==> config.mk <==
export PLATFORM = sky130hd
export DESIGN_NAME = serial_adder_nb_flat
export DESIGN_NICKNAME = d
export VERILOG_FILES = /design/src/rtl/serial_adder_nb_if.sv /design/src/rtl/serial_adder_nb.sv /design/src/flat_wrapper.sv
export SDC_FILE = /design/constraint.sdc
export NUM_CORES = 1
export LEC_CHECK = 0
export CAP_MARGIN = 20
export CELL_PAD_IN_SITES_DETAIL_PLACEMENT = 1
export CELL_PAD_IN_SITES_GLOBAL_PLACEMENT = 2
export CORE_UTILIZATION = 32
export CTS_BUF_LIST = sky130_fd_sc_hd__clkbuf_8
export DETAILED_ROUTE_END_ITERATION = 10
export PLACE_DENSITY_LB_ADDON = 0.1
export SLEW_MARGIN = 30
export SYNTH_ARGS = -nofsm -noshare
export SYNTH_HDL_FRONTEND = slang
export SYNTH_SLANG_ARGS = --single-unit
export TNS_END_PERCENT = 50
==> constraint.sdc <==
create_clock -name clk -period 2 [get_ports clk]
set_clock_uncertainty 0.15 [all_clocks]
set_input_delay 0.5 -clock clk [delete_from_list [all_inputs] [get_ports clk]]
set_output_delay 0.5 -clock clk [all_outputs]
set_load 0.005 [all_outputs]
==> src/rtl/serial_adder_nb_if.sv <==
// Purpose : operand/result bundle for serial_adder_nb (start, operands, mode, status, result).
// Latency : n/a (wires only).
// Backpressure: none; the adder ignores start while busy is high.
// Ports   : master drives start/a/b/cin/sub and observes busy/done/sum/cout/overflow;
//           slave is the adder side.
interface serial_adder_nb_if #(
    parameter int WIDTH = 8
);
    logic             start;
    logic [WIDTH-1:0] a;
    logic [WIDTH-1:0] b;
    logic             cin;
    logic             sub;
    logic             busy;
    logic             done;
    logic [WIDTH-1:0] sum;
    logic             cout;
    logic             overflow;

    modport master (
        output start, a, b, cin, sub,
        input  busy, done, sum, cout, overflow
    );

    modport slave (
        input  start, a, b, cin, sub,
        output busy, done, sum, cout, overflow
    );
endinterface

==> src/rtl/serial_adder_nb.sv <==
// Purpose : digit-serial add/subtract, LSB first, DIGIT bits per clock through a ripple slice.
// Latency : WIDTH/DIGIT RUN cycles; done pulses WIDTH/DIGIT+1 edges after the accepted start.
// Backpressure: start is taken only when not busy (IDLE or DONE); starts during RUN are dropped.
// Ports   : clk, rst_n (synchronous, active low), bus (serial_adder_nb_if.slave):
//           start/a/b/cin/sub in; busy/done level status; sum/cout/overflow hold the last result.
module serial_adder_nb #(
    parameter int WIDTH = 8,
    parameter int DIGIT = 1
) (
    input  logic             clk,
    input  logic             rst_n,
    serial_adder_nb_if.slave bus
);
    localparam int STEPS = WIDTH / DIGIT;
    localparam int CNT_W = (STEPS > 1) ? $clog2(STEPS) : 1;

    if (WIDTH < 2 || DIGIT < 1 || DIGIT > WIDTH || (WIDTH % DIGIT) != 0) begin : g_bad_params
        $error("serial_adder_nb: WIDTH must be >= 2 and a multiple of DIGIT");
    end

    typedef enum logic [1:0] {
        IDLE = 2'd0,
        RUN  = 2'd1,
        DONE = 2'd2
    } state_t;

    state_t state;
    state_t state_nxt;

    logic             accept;
    logic             last_digit;
    logic             busy_c;
    logic             done_c;

    logic [WIDTH-1:0] a_sh;
    logic [WIDTH-1:0] b_sh;      // already inverted for subtract
    logic             carry;     // carry registered between digits
    logic [CNT_W-1:0] cnt;
    logic [WIDTH-1:0] res_sh;    // partial result, filled from the top
    logic [WIDTH-1:0] res_next;

    logic [WIDTH-1:0] sum_q;
    logic             cout_q;
    logic             ovf_q;

    logic [DIGIT-1:0] slice_sum;
    logic [DIGIT:0]   chain;     // chain[i] = carry into slice bit i

    assign accept     = bus.start && (state != RUN);
    assign last_digit = (state == RUN) && (cnt == CNT_W'(STEPS - 1));

    // State register
    always_ff @(posedge clk) begin
        if (!rst_n) begin
            state <= IDLE;
        end else begin
            state <= state_nxt;
        end
    end

    // Next state and status outputs
    always_comb begin
        state_nxt = state;
        busy_c    = 1'b0;
        done_c    = 1'b0;
        case (state)
            IDLE: begin
                if (accept) state_nxt = RUN;
            end
            RUN: begin
                busy_c = 1'b1;
                if (last_digit) state_nxt = DONE;
            end
            DONE: begin
                done_c    = 1'b1;
                state_nxt = accept ? RUN : IDLE;
            end
            default: state_nxt = IDLE;
        endcase
    end

    // DIGIT-bit ripple slice on the low bits of the shifting operands
    always_comb begin
        chain     = '0;
        slice_sum = '0;
        chain[0]  = carry;
        for (int i = 0; i < DIGIT; i++) begin
            slice_sum[i] = a_sh[i] ^ b_sh[i] ^ chain[i];
            chain[i+1]   = (a_sh[i] & b_sh[i]) | (chain[i] & (a_sh[i] ^ b_sh[i]));
        end
    end

    // New digit enters at the top; after STEPS shifts the word is aligned.
    assign res_next = WIDTH'({slice_sum, res_sh} >> DIGIT);

    // Datapath
    always_ff @(posedge clk) begin
        if (!rst_n) begin
            a_sh   <= '0;
            b_sh   <= '0;
            carry  <= 1'b0;
            cnt    <= '0;
            res_sh <= '0;
            sum_q  <= '0;
            cout_q <= 1'b0;
            ovf_q  <= 1'b0;
        end else if (accept) begin
            // Subtract is A + ~B + ~borrow_in, so invert B and the carry seed here.
            a_sh   <= bus.a;
            b_sh   <= bus.sub ? ~bus.b : bus.b;
            carry  <= bus.cin ^ bus.sub;
            cnt    <= '0;
            res_sh <= '0;
        end else if (state == RUN) begin
            a_sh   <= a_sh >> DIGIT;
            b_sh   <= b_sh >> DIGIT;
            carry  <= chain[DIGIT];
            cnt    <= cnt + CNT_W'(1);
            res_sh <= res_next;
            if (last_digit) begin
                // Only the final digit updates the visible result.
                sum_q  <= res_next;
                cout_q <= chain[DIGIT];
                ovf_q  <= chain[DIGIT] ^ chain[DIGIT-1];
            end
        end
    end

    assign bus.busy     = busy_c;
    assign bus.done     = done_c;
    assign bus.sum      = sum_q;
    assign bus.cout     = cout_q;
    assign bus.overflow = ovf_q;
endmodule

==> src/flat_wrapper.sv <==
// flat-port wrapper written by rule: the top's interface ports become plain ports
module serial_adder_nb_flat 
#(
    parameter int WIDTH = 8,
    parameter int DIGIT = 1
)
  (clk, rst_n, bus_start, bus_a, bus_b, bus_cin, bus_sub, bus_busy, bus_done, bus_sum, bus_cout, bus_overflow);
  serial_adder_nb_if #(.WIDTH(WIDTH)) bus_i ();
  input  logic clk;
  input  logic rst_n;
  input wire logic [$bits(bus_i.start)-1:0] bus_start;
  input wire logic [$bits(bus_i.a)-1:0] bus_a;
  input wire logic [$bits(bus_i.b)-1:0] bus_b;
  input wire logic [$bits(bus_i.cin)-1:0] bus_cin;
  input wire logic [$bits(bus_i.sub)-1:0] bus_sub;
  output wire logic [$bits(bus_i.busy)-1:0] bus_busy;
  output wire logic [$bits(bus_i.done)-1:0] bus_done;
  output wire logic [$bits(bus_i.sum)-1:0] bus_sum;
  output wire logic [$bits(bus_i.cout)-1:0] bus_cout;
  output wire logic [$bits(bus_i.overflow)-1:0] bus_overflow;
  assign bus_i.start = bus_start;
  assign bus_i.a = bus_a;
  assign bus_i.b = bus_b;
  assign bus_i.cin = bus_cin;
  assign bus_i.sub = bus_sub;
  assign bus_busy = bus_i.busy;
  assign bus_done = bus_i.done;
  assign bus_sum = bus_i.sum;
  assign bus_cout = bus_i.cout;
  assign bus_overflow = bus_i.overflow;
  serial_adder_nb #(.WIDTH(WIDTH), .DIGIT(DIGIT)) u_core (.clk(clk), .rst_n(rst_n), .bus(bus_i));
endmodule
### Yosys cells after proc, flatten, opt, wreduce, memory -nomap -nowiden

Index checks and enable logic that the tools add are counted.
W data, S select, Z words.

* eq/ne operators: 6
* reduce and logical (&&, ||, !) cells: 7
* bitwise gates (word level): 10
* add/subtract/negate cells: 1
* mux-type cells: 13

Operators with widths (count)
* $mux W8: 5
* $not A8 Y8: 1
* $ne A2 B1 Y1 const B: 3
* $pmux W2 S3: 1
* $mux W1: 5
* $mux W2: 2
* $xor A1 B1 Y1: 4
* $add A3 B1 Y3 const B: 1
* $eq A3 B3 Y1 const B: 1
* $reduce_and A3 Y1: 1
* $and A1 B1 Y1: 2
* $eq A2 B1 Y1 const B: 1
* $eq A2 B2 Y1 const B: 1
* $logic_and A1 B1 Y1: 2
* $logic_not A2 Y1: 1
* $not A1 Y1: 2
* $reduce_and A2 Y1: 1
* $reduce_bool A2 Y1: 1
* $reduce_or A2 Y1: 1
* $or A1 B1 Y1: 1

* flip-flop bits (word level): 40
* output and inout bits: 12

### Longest topological paths before layout

Gate-level depths: netlist (run 1).

* depth after elaboration: 5
* mapped depth: 6
* depth with buffers taken out: 5

### Least setup slack after synthesis (run 1)

OpenSTA, ideal clock, no wires.

* kind: reg-to-reg
* start: register u_core.cnt[0]
* end: register u_core.ovf_q (netlist: u_core.bus.overflow)
* slack: 0.513 ns
* setup time: 0.116 ns
* arrival time: 1.221 ns
* data required time: 1.734 ns
* cell stages (with the launch flop): 6
* buffers on the path: 1
* path through: dfxtp_1 -> ha_1 -> ha_1 -> and3b_1 -> buf_4 -> o211a_1

* word-level cells in the longest chain between the ends: 3

RTL lines
* from (decl): line serial_adder_nb.sv:38 `logic [CNT_W-1:0] cnt;`
* from (signal assigned): line serial_adder_nb.sv:118 `cnt <= cnt + CNT_W'(1);`
* $eq A3 B3 Y1: line serial_adder_nb.sv:50 `assign last_digit = (state == RUN) && (cnt == CNT_W'(STEPS - 1));`
* $logic_and A1 B1 Y1: line serial_adder_nb.sv:50
* $reduce_and A3 Y1 (no line)
* to (signal assigned): line serial_adder_nb.sv:124 `ovf_q <= chain[DIGIT] ^ chain[DIGIT-1];`
* to (decl): line serial_adder_nb.sv:44 `logic ovf_q;`

Every way passes these cells.
A chain may end at the register's enable or synchronous reset.

### Worst setup path after layout (run 1)

* start: register u_core.state[1]
* end: output port bus_done

* word-level cells in the longest chain between the ends: 2

RTL lines
* from (decl): line serial_adder_nb.sv:27 `state_t state;`
* from (signal assigned): line serial_adder_nb.sv:57 `state <= state_nxt;`
* $eq A2 B2 Y1: line serial_adder_nb.sv:66 `case (state)`
* $mux W1: line serial_adder_nb.sv:66
* to (decl): line flat_wrapper.sv:17 `output wire logic [$bits(bus_i.done)-1:0] bus_done;`

Every way passes these cells.

==> results of run 1 <==
-- critical path, stage by stage (launching register included) --
cell and delay [ns]:
dfxtp_2 0.34, nor2b_2 0.14, clkdlybuf4s50_1 0.51
-- routing by layer --
metal | vias up | share of wire [%] | wire [µm]
li1 | 710 | - | -
met1 | 663 | 47 | 1830
met2 | 25 | 48 | 1890
met3 | 7 | 3.2 | 126
met4 | 0 | 1.6 | 61
met5 | - | 0 | 0
-- cells in the mapped netlist (3+ instances only) --
| cell type | instances |
|---|---|
| dfxtp_1 | 39 |
| nand2_1 | 53 |
| buf_4 | 4 |
| nor2_1 | 3 |
| or2_2 | 8 |
| a21boi_0 | 9 |
| o211a_1 | 8 |
| nand3_1 | 8 |
| a21oi_1 | 9 |
| buf_2 | 6 |
| mux2i_1 | 8 |
| xnor2_1 | 3 |
| xor2_1 | 8 |
| o2111ai_1 | 8 |
-- metrics by stage --
stage / util, % / cells / hold slack [ns] / instance area [µm²] / power, W
floorplan: - / 192 / 0.279 / 1730 / 0.000994
global placement: 41.0 / 286 / 0.293 / 2110 / 0.00107
detailed placement: 41.0 / 286 / 0.297 / 2110 / 0.00107
CTS: 43.3 / 294 / 0.308 / 2230 / 0.00177
global route: 43.4 / 294 / 0.331 / 2230 / 0.00183
finish: 43.4 / 294 / 0.308 / 2230 / 0.00174
-- layout make-up --
class                   count  area, µm²
fillers                   605       2910
multi-input cells         137        858
repair buffers             38        377
flip-flops and latches     39        783
clock inverters             2       35.0
clock buffers               6       82.6
inverters                   2       7.51
well taps                  70       87.6
-- cell families after synthesis --
group | count (synthesis)
compound gates | 37
xor+xnor | 11
fa+ha+maj | 3
buf+inv | 16
flops | 39
mux | 8
simple gates | 78
-- timing repair --
action                     CTS  global route
pin swaps                    0             0
gates cloned                 0             0
gates resized for setup      2             2
setup endpoints to repair    1             1
-- cell usage in the layout, fill, tap and decap left out, types with 3 or more instances in the layout --
cell / instances
nor2_1: 3
or2_2: 8
buf_4: 5
xor2_1: 8
o211a_1: 8
clkbuf_8: 6
clkdlybuf4s50_1: 31
nand2_1: 53
dfxtp_1: 37
xnor2_1: 3
mux2i_1: 8
a21oi_1: 9
a21boi_0: 9
nand3_1: 8
o2111ai_1: 8
-- registers in the layout, summed over array words and instances, names as in the netlist --
register             cells
u_core.a_sh              8
u_core.bus.sum           8
u_core.carry             1
u_core.state             2
u_core.bus.overflow      1
u_core.cnt               3
u_core.res_sh            7
u_core.bus.cout          1
u_core.b_sh              8
-- worst paths after layout --
check | startpoint | endpoint | slack (ns) | depth (start not counted)
worst max-delay path | u_core.state[1] | bus_done | 0.07 | 2
worst min-delay path | u_core.b_sh[2] | u_core.b_sh[1] | 0.31 | 2
worst max register to register | u_core.cnt[0] | u_core.bus.sum[6] | 0.32 | 5
worst min register to register | u_core.b_sh[2] | u_core.b_sh[1] | 0.31 | 2
-- power groups by stage --
stage	Sequential [W]	Combinational, W	Clock, W
final	0.000837	0.000215	0.000691
after global routing	0.000842	0.000242	0.000742
after floorplan	0.000846	0.000148	0
after detailed placement	0.000855	0.000219	0
after global placement	0.000853	0.000213	0
after CTS	0.000837	0.000219	0.000709
==> run_results.csv, run 1 <==
group,metric,value,unit
run_status,status,"finished clean",
clocking,clk_path_buf_depth,2,
sta,slew_viol_final,0,
clocking,postCtsSetupBuffers,0,
routing,finalWirelength,3910,µm
sta,finalCritPeriodShare,96.6,%
sta,slew_headroom,70.2,%
grt,first_global_vias,1456,
grt,grt_max_degree,38,
clocking,cts_sinks,39,
worst_setup_path,crit_path_end_kind,"output pin",
grt,busiest_layer,"met2",
sta,fin_crit,1.93,ns
grt,grt_use_met2,27.4,%
worst_setup_path,startpoint_type,"register",
worst_setup_path,cp.required,1.35,ns
pwr,powerDensity,781,nW/µm²
routing,vias_per_cell,4.78,
floorplanning,core-area,5140,µm²
clocking,cts_tree,"done",
synth,synth_cell_types,28,
placed_design,place_congestion,0.784,
synth,yosysWarnings,0,
grt,antenna_found_initial,0,
pwr,p_switching,0.000414,W
floorplanning,start_util,33.6,%
cells_and_area,drive_gt1_share,12.5,%
synth,yosysSeqAreaShare,45.2,%
clocking,clkLatencyLatePin,0.29,ns
sta,hold_violations,0,
pwr,p_int,0.00133,W
routing,wl_per_cell,13.3,µm
synth,synth-compound-area-share,17.0,%
placed_design,dp_slack,0.0385,ns
pwr,p_clk_share,39.6,%
synth,synthCells,192,
worst_setup_path,crit_path_max_fanout,4,
synth,netlist_area,1730,µm²
synth,synthArstFlopShare,0,%
synth,synth_top_cell_area_share,45.2,%
floorplanning,ios,33,
clocking,clkTransAtPathRegs,0.08,ns
placed_design,hpwl,2710,µm
clocking,cts_buffers,5,
synth,yosysTopAreaCell,"dfxtp_1",
synth,synth_flop_cell,"dfxtp_1",
routing,via_count,1405,
synth,synth_fa_ha_area_share,2.61,%
clocking,htreeDepth,2,
routing,drtPass1Iterations,2,
synth,synthSimpleGateAreaFrac,19.8,%
floorplanning,die_w,75.5,µm
pwr,combPwrFrac,12.3,%
grt,grt_pass1_wl,6880,µm
pwr,swShare,23.8,%
min_path,hp-class,"register to register",
floorplanning,row_count,26,
grt,gr-usage-met3,3.31,%
routing,ant_nets,0,
sta,rsz0062_at_grt,"false",
synth,syn_nets,216,
sta,fin_tns_setup,0,ns
worst_setup_path,path_class,"register to output pin",
synth,ys_ff_latch,39,
synth,muxShareOfSynthArea,4.64,%
pwr,peakVddDrop,0.261,mV
grt,grt.overflow.total,0,
cells_and_area,area_growth_syn_to_layout,29.2,%
pwr,power_frac_seq,48.0,%
floorplanning,die_h,75.5,µm
synth,synth_top_family_by_area,"simple AND/OR/NAND/NOR gates",
grt,globalRouteMet1Util,19.8,%
worst_setup_path,crit_arrival,1.28,ns
placed_design,numPortBuffers,32,
cells_and_area,antenna_cells,0,
sta,fmax,518,MHz
routing,drt_iter0_drc,25,
synth,synth_xor_area_share,5.58,%
pwr,leakage,0.936,nW
clocking,cts.hold.buffers_added,0,
grt,grt_usage,16.2,%
sta,setup_viol,0,
sta,worst_slack,0.0690,ns
floorplanning,dieArea,5690,µm²
job,max-cap-violations,0,
routing,drc_errors,0,
cells_and_area,fin_nets,247,
clocking,cts_root_buf,"clkbuf_8",
sta,worstMarginPinSlew,0.447,ns
synth,netlist_top_cells_area,"dfxtp_1 (45%), nand2_1 (12%), mux2i_1 (4.6%), o211a_1 (4.6%), o2111ai_1 (4.1%)",
synth,synth_area_per_cell,8.99,µm²
synth,synth_edf_count,0,
Power figures use the tool's default switching activity.
==> inputs of run 2 (changes only) <==
- CORE_MARGIN: unset -> 4
==> run_results.csv, run 2 (synthesized netlist as in run 1, its figures left out) <==
group,metric,value,unit
sta,hold_violations,0,
routing,drt_iter0_drc,48,
job,max-cap-violations,0,
cells_and_area,layout_common_cells,"nand2_1 (53), dfxtp_1 (37), clkdlybuf4s50_1 (31)",
sta,slew_headroom,69.8,%
cells_and_area,antenna_cells,0,
worst_setup_path,reg2reg_depth,5,
floorplanning,core-area,5170,µm²
routing,m1WireLength,1670,µm
clocking,cts_root_buf,"clkbuf_8",
sta,finalCritPeriodShare,96.8,%
cells_and_area,drive_gt1_share,12.6,%
sta,setup_viol,0,
floorplanning,die_w,81.5,µm
clocking,htreeDepth,2,
sta,rsz0062_at_grt,"false",
routing,vias_per_cell,4.85,
placed_design,place_area,2110,µm²
pwr,leakage,0.947,nW
routing,top_layer_used,"met4",
routing,route.met2.wl,2010,µm
clocking,postCtsSetupBuffers,0,
routing,wl_per_cell,13.3,µm
sta,worstMarginPinSlew,0.453,ns
cells_and_area,stdcell_area,2250,µm²
placed_design,numPortBuffers,32,
min_path,hp-class,"register to register",
clocking,cts_sinks,39,
floorplanning,die_h,81.5,µm
floorplanning,ios,33,
run_status,status,"finished clean",
sta,fin_tns_setup,0,ns
cells_and_area,area_growth_syn_to_layout,30.1,%
sta,fin_crit,1.94,ns
routing,ant_nets,0,
routing,drtPass1Iterations,4,
grt,grt_max_degree,38,
pwr,powerDensity,769,nW/µm²
floorplanning,dieArea,6630,µm²
sta,fmax,516,MHz
worst_setup_path,crit_start,"u_core.state[1]",
routing,wl_met3,144,µm
grt,grt_usage,13.1,%
worst_setup_path,r2r_setup_slack,0.34,ns
sta,slew_viol_final,0,
routing,drc_errors,0,
placed_design,place_congestion,0.706,
worst_setup_path,path_class,"register to output pin",
clocking,cts_buffers,5,
clocking,clkLatencyLatePin,0.29,ns
grt,antenna_found_initial,0,
floorplanning,start_util,33.4,%
worst_setup_path,crit_path_max_fanout,4,
routing,via_count,1420,
pwr,peakVddDrop,0.442,mV
worst_setup_path,crit_path_end_kind,"output pin",
worst_setup_path,cp.required,1.35,ns
clocking,clk_path_buf_depth,2,
grt,grt_pass1_wl,6660,µm
cells_and_area,fin_nets,246,
clocking,cts_tree,"done",
grt,first_global_vias,1472,
clocking,clkTransAtPathRegs,0.07,ns
cells_and_area,final_common_cell,"nand2_1",
routing,finalWirelength,3890,µm
placed_design,hpwl,2750,µm
floorplanning,row_count,26,
worst_setup_path,reg2reg_to,"u_core.bus.overflow",
worst_setup_path,startpoint_type,"register",
worst_setup_path,worstSetupEndpoint,"bus_done",
worst_setup_path,r2r_start,"u_core.cnt[0]",
worst_setup_path,crit_arrival,1.29,ns
grt,grt.overflow.total,0,
==> run 2: where the power goes <==
part	internal, W	total (W)	switching [W]	leakage (nW)
sequential	0.000813	0.000837	0.0000237	0.319
clock	0.000404	0.000671	0.000267	0.0612
combinational	0.000115	0.000221	0.000106	0.567
total	0.00133	0.00173	0.000397	0.947
==> run 2: metal layers <==
metal	track usage (%)	up-vias
li1	-	706
met4	5.07	0
met1	14.3	682
met3	3.73	7
met5	0	-
met2	23.6	25
==> run 2: through the flow <==
| step | std cells | hold WS (ns) | power, W | setup slack [ns] | utilization, % |
|---|---|---|---|---|---|
| 6_report | 293 | 0.308 | 0.00173 | 0.0631 | 43.4 |
| 5_1_grt | 293 | 0.328 | 0.00182 | 0.00409 | 43.4 |
| 4_1_cts | 293 | 0.312 | 0.00177 | 0.00473 | 43.4 |
| 3_5_place_dp | 285 | 0.300 | 0.00108 | 0.0169 | 40.9 |
| 3_3_place_gp | 285 | 0.294 | 0.00107 | 0.0726 | 40.9 |
| 2_1_floorplan | 192 | 0.279 | 0.000994 | 0.513 | - |
==> run 2: timing repair <==
item / in CTS / in global routing
hold buffers: 0 / 0
resized for setup: 4 / 1
setup endpoints to repair: 2 / 1
==> run 2: worst min-delay path by stage <==
| stage | from | to | slack [ns] | cells past startpoint |
|---|---|---|---|---|
| global route | u_core.b_sh[3] | u_core.b_sh[2] | 0.33 | 2 |
| CTS | u_core.b_sh[2] | u_core.b_sh[1] | 0.31 | 2 |
| finish | u_core.b_sh[2] | u_core.b_sh[1] | 0.31 | 2 |
| detailed placement | u_core.b_sh[7] | u_core.b_sh[6] | 0.30 | 2 |
| global placement | u_core.b_sh[7] | u_core.b_sh[6] | 0.29 | 2 |
| floorplan | u_core.b_sh[1] | u_core.b_sh[0] | 0.28 | 2 |
==> run 2: critical path: stages, from the launching register on <==
cell and delay (ns):
dfxtp_2 0.34, nor2b_2 0.15, clkdlybuf4s50_1 0.51
==> run 2: area by class of cell <==
class / instances / area, µm²
clock inverters: 2 / 35.0
well taps: 70 / 87.6
clock buffers: 6 / 82.6
inverters: 2 / 7.51
multi-input cells: 137 / 866
repair buffers: 37 / 385
flip-flops and latches: 39 / 783
fillers: 600 / 2930
==> inputs of run 3 (changes only) <==
- SLEW_MARGIN: 30 -> 0
==> results of run 3 <==
Same layout as run 2: the final DEF is identical, and so are final timing and power.
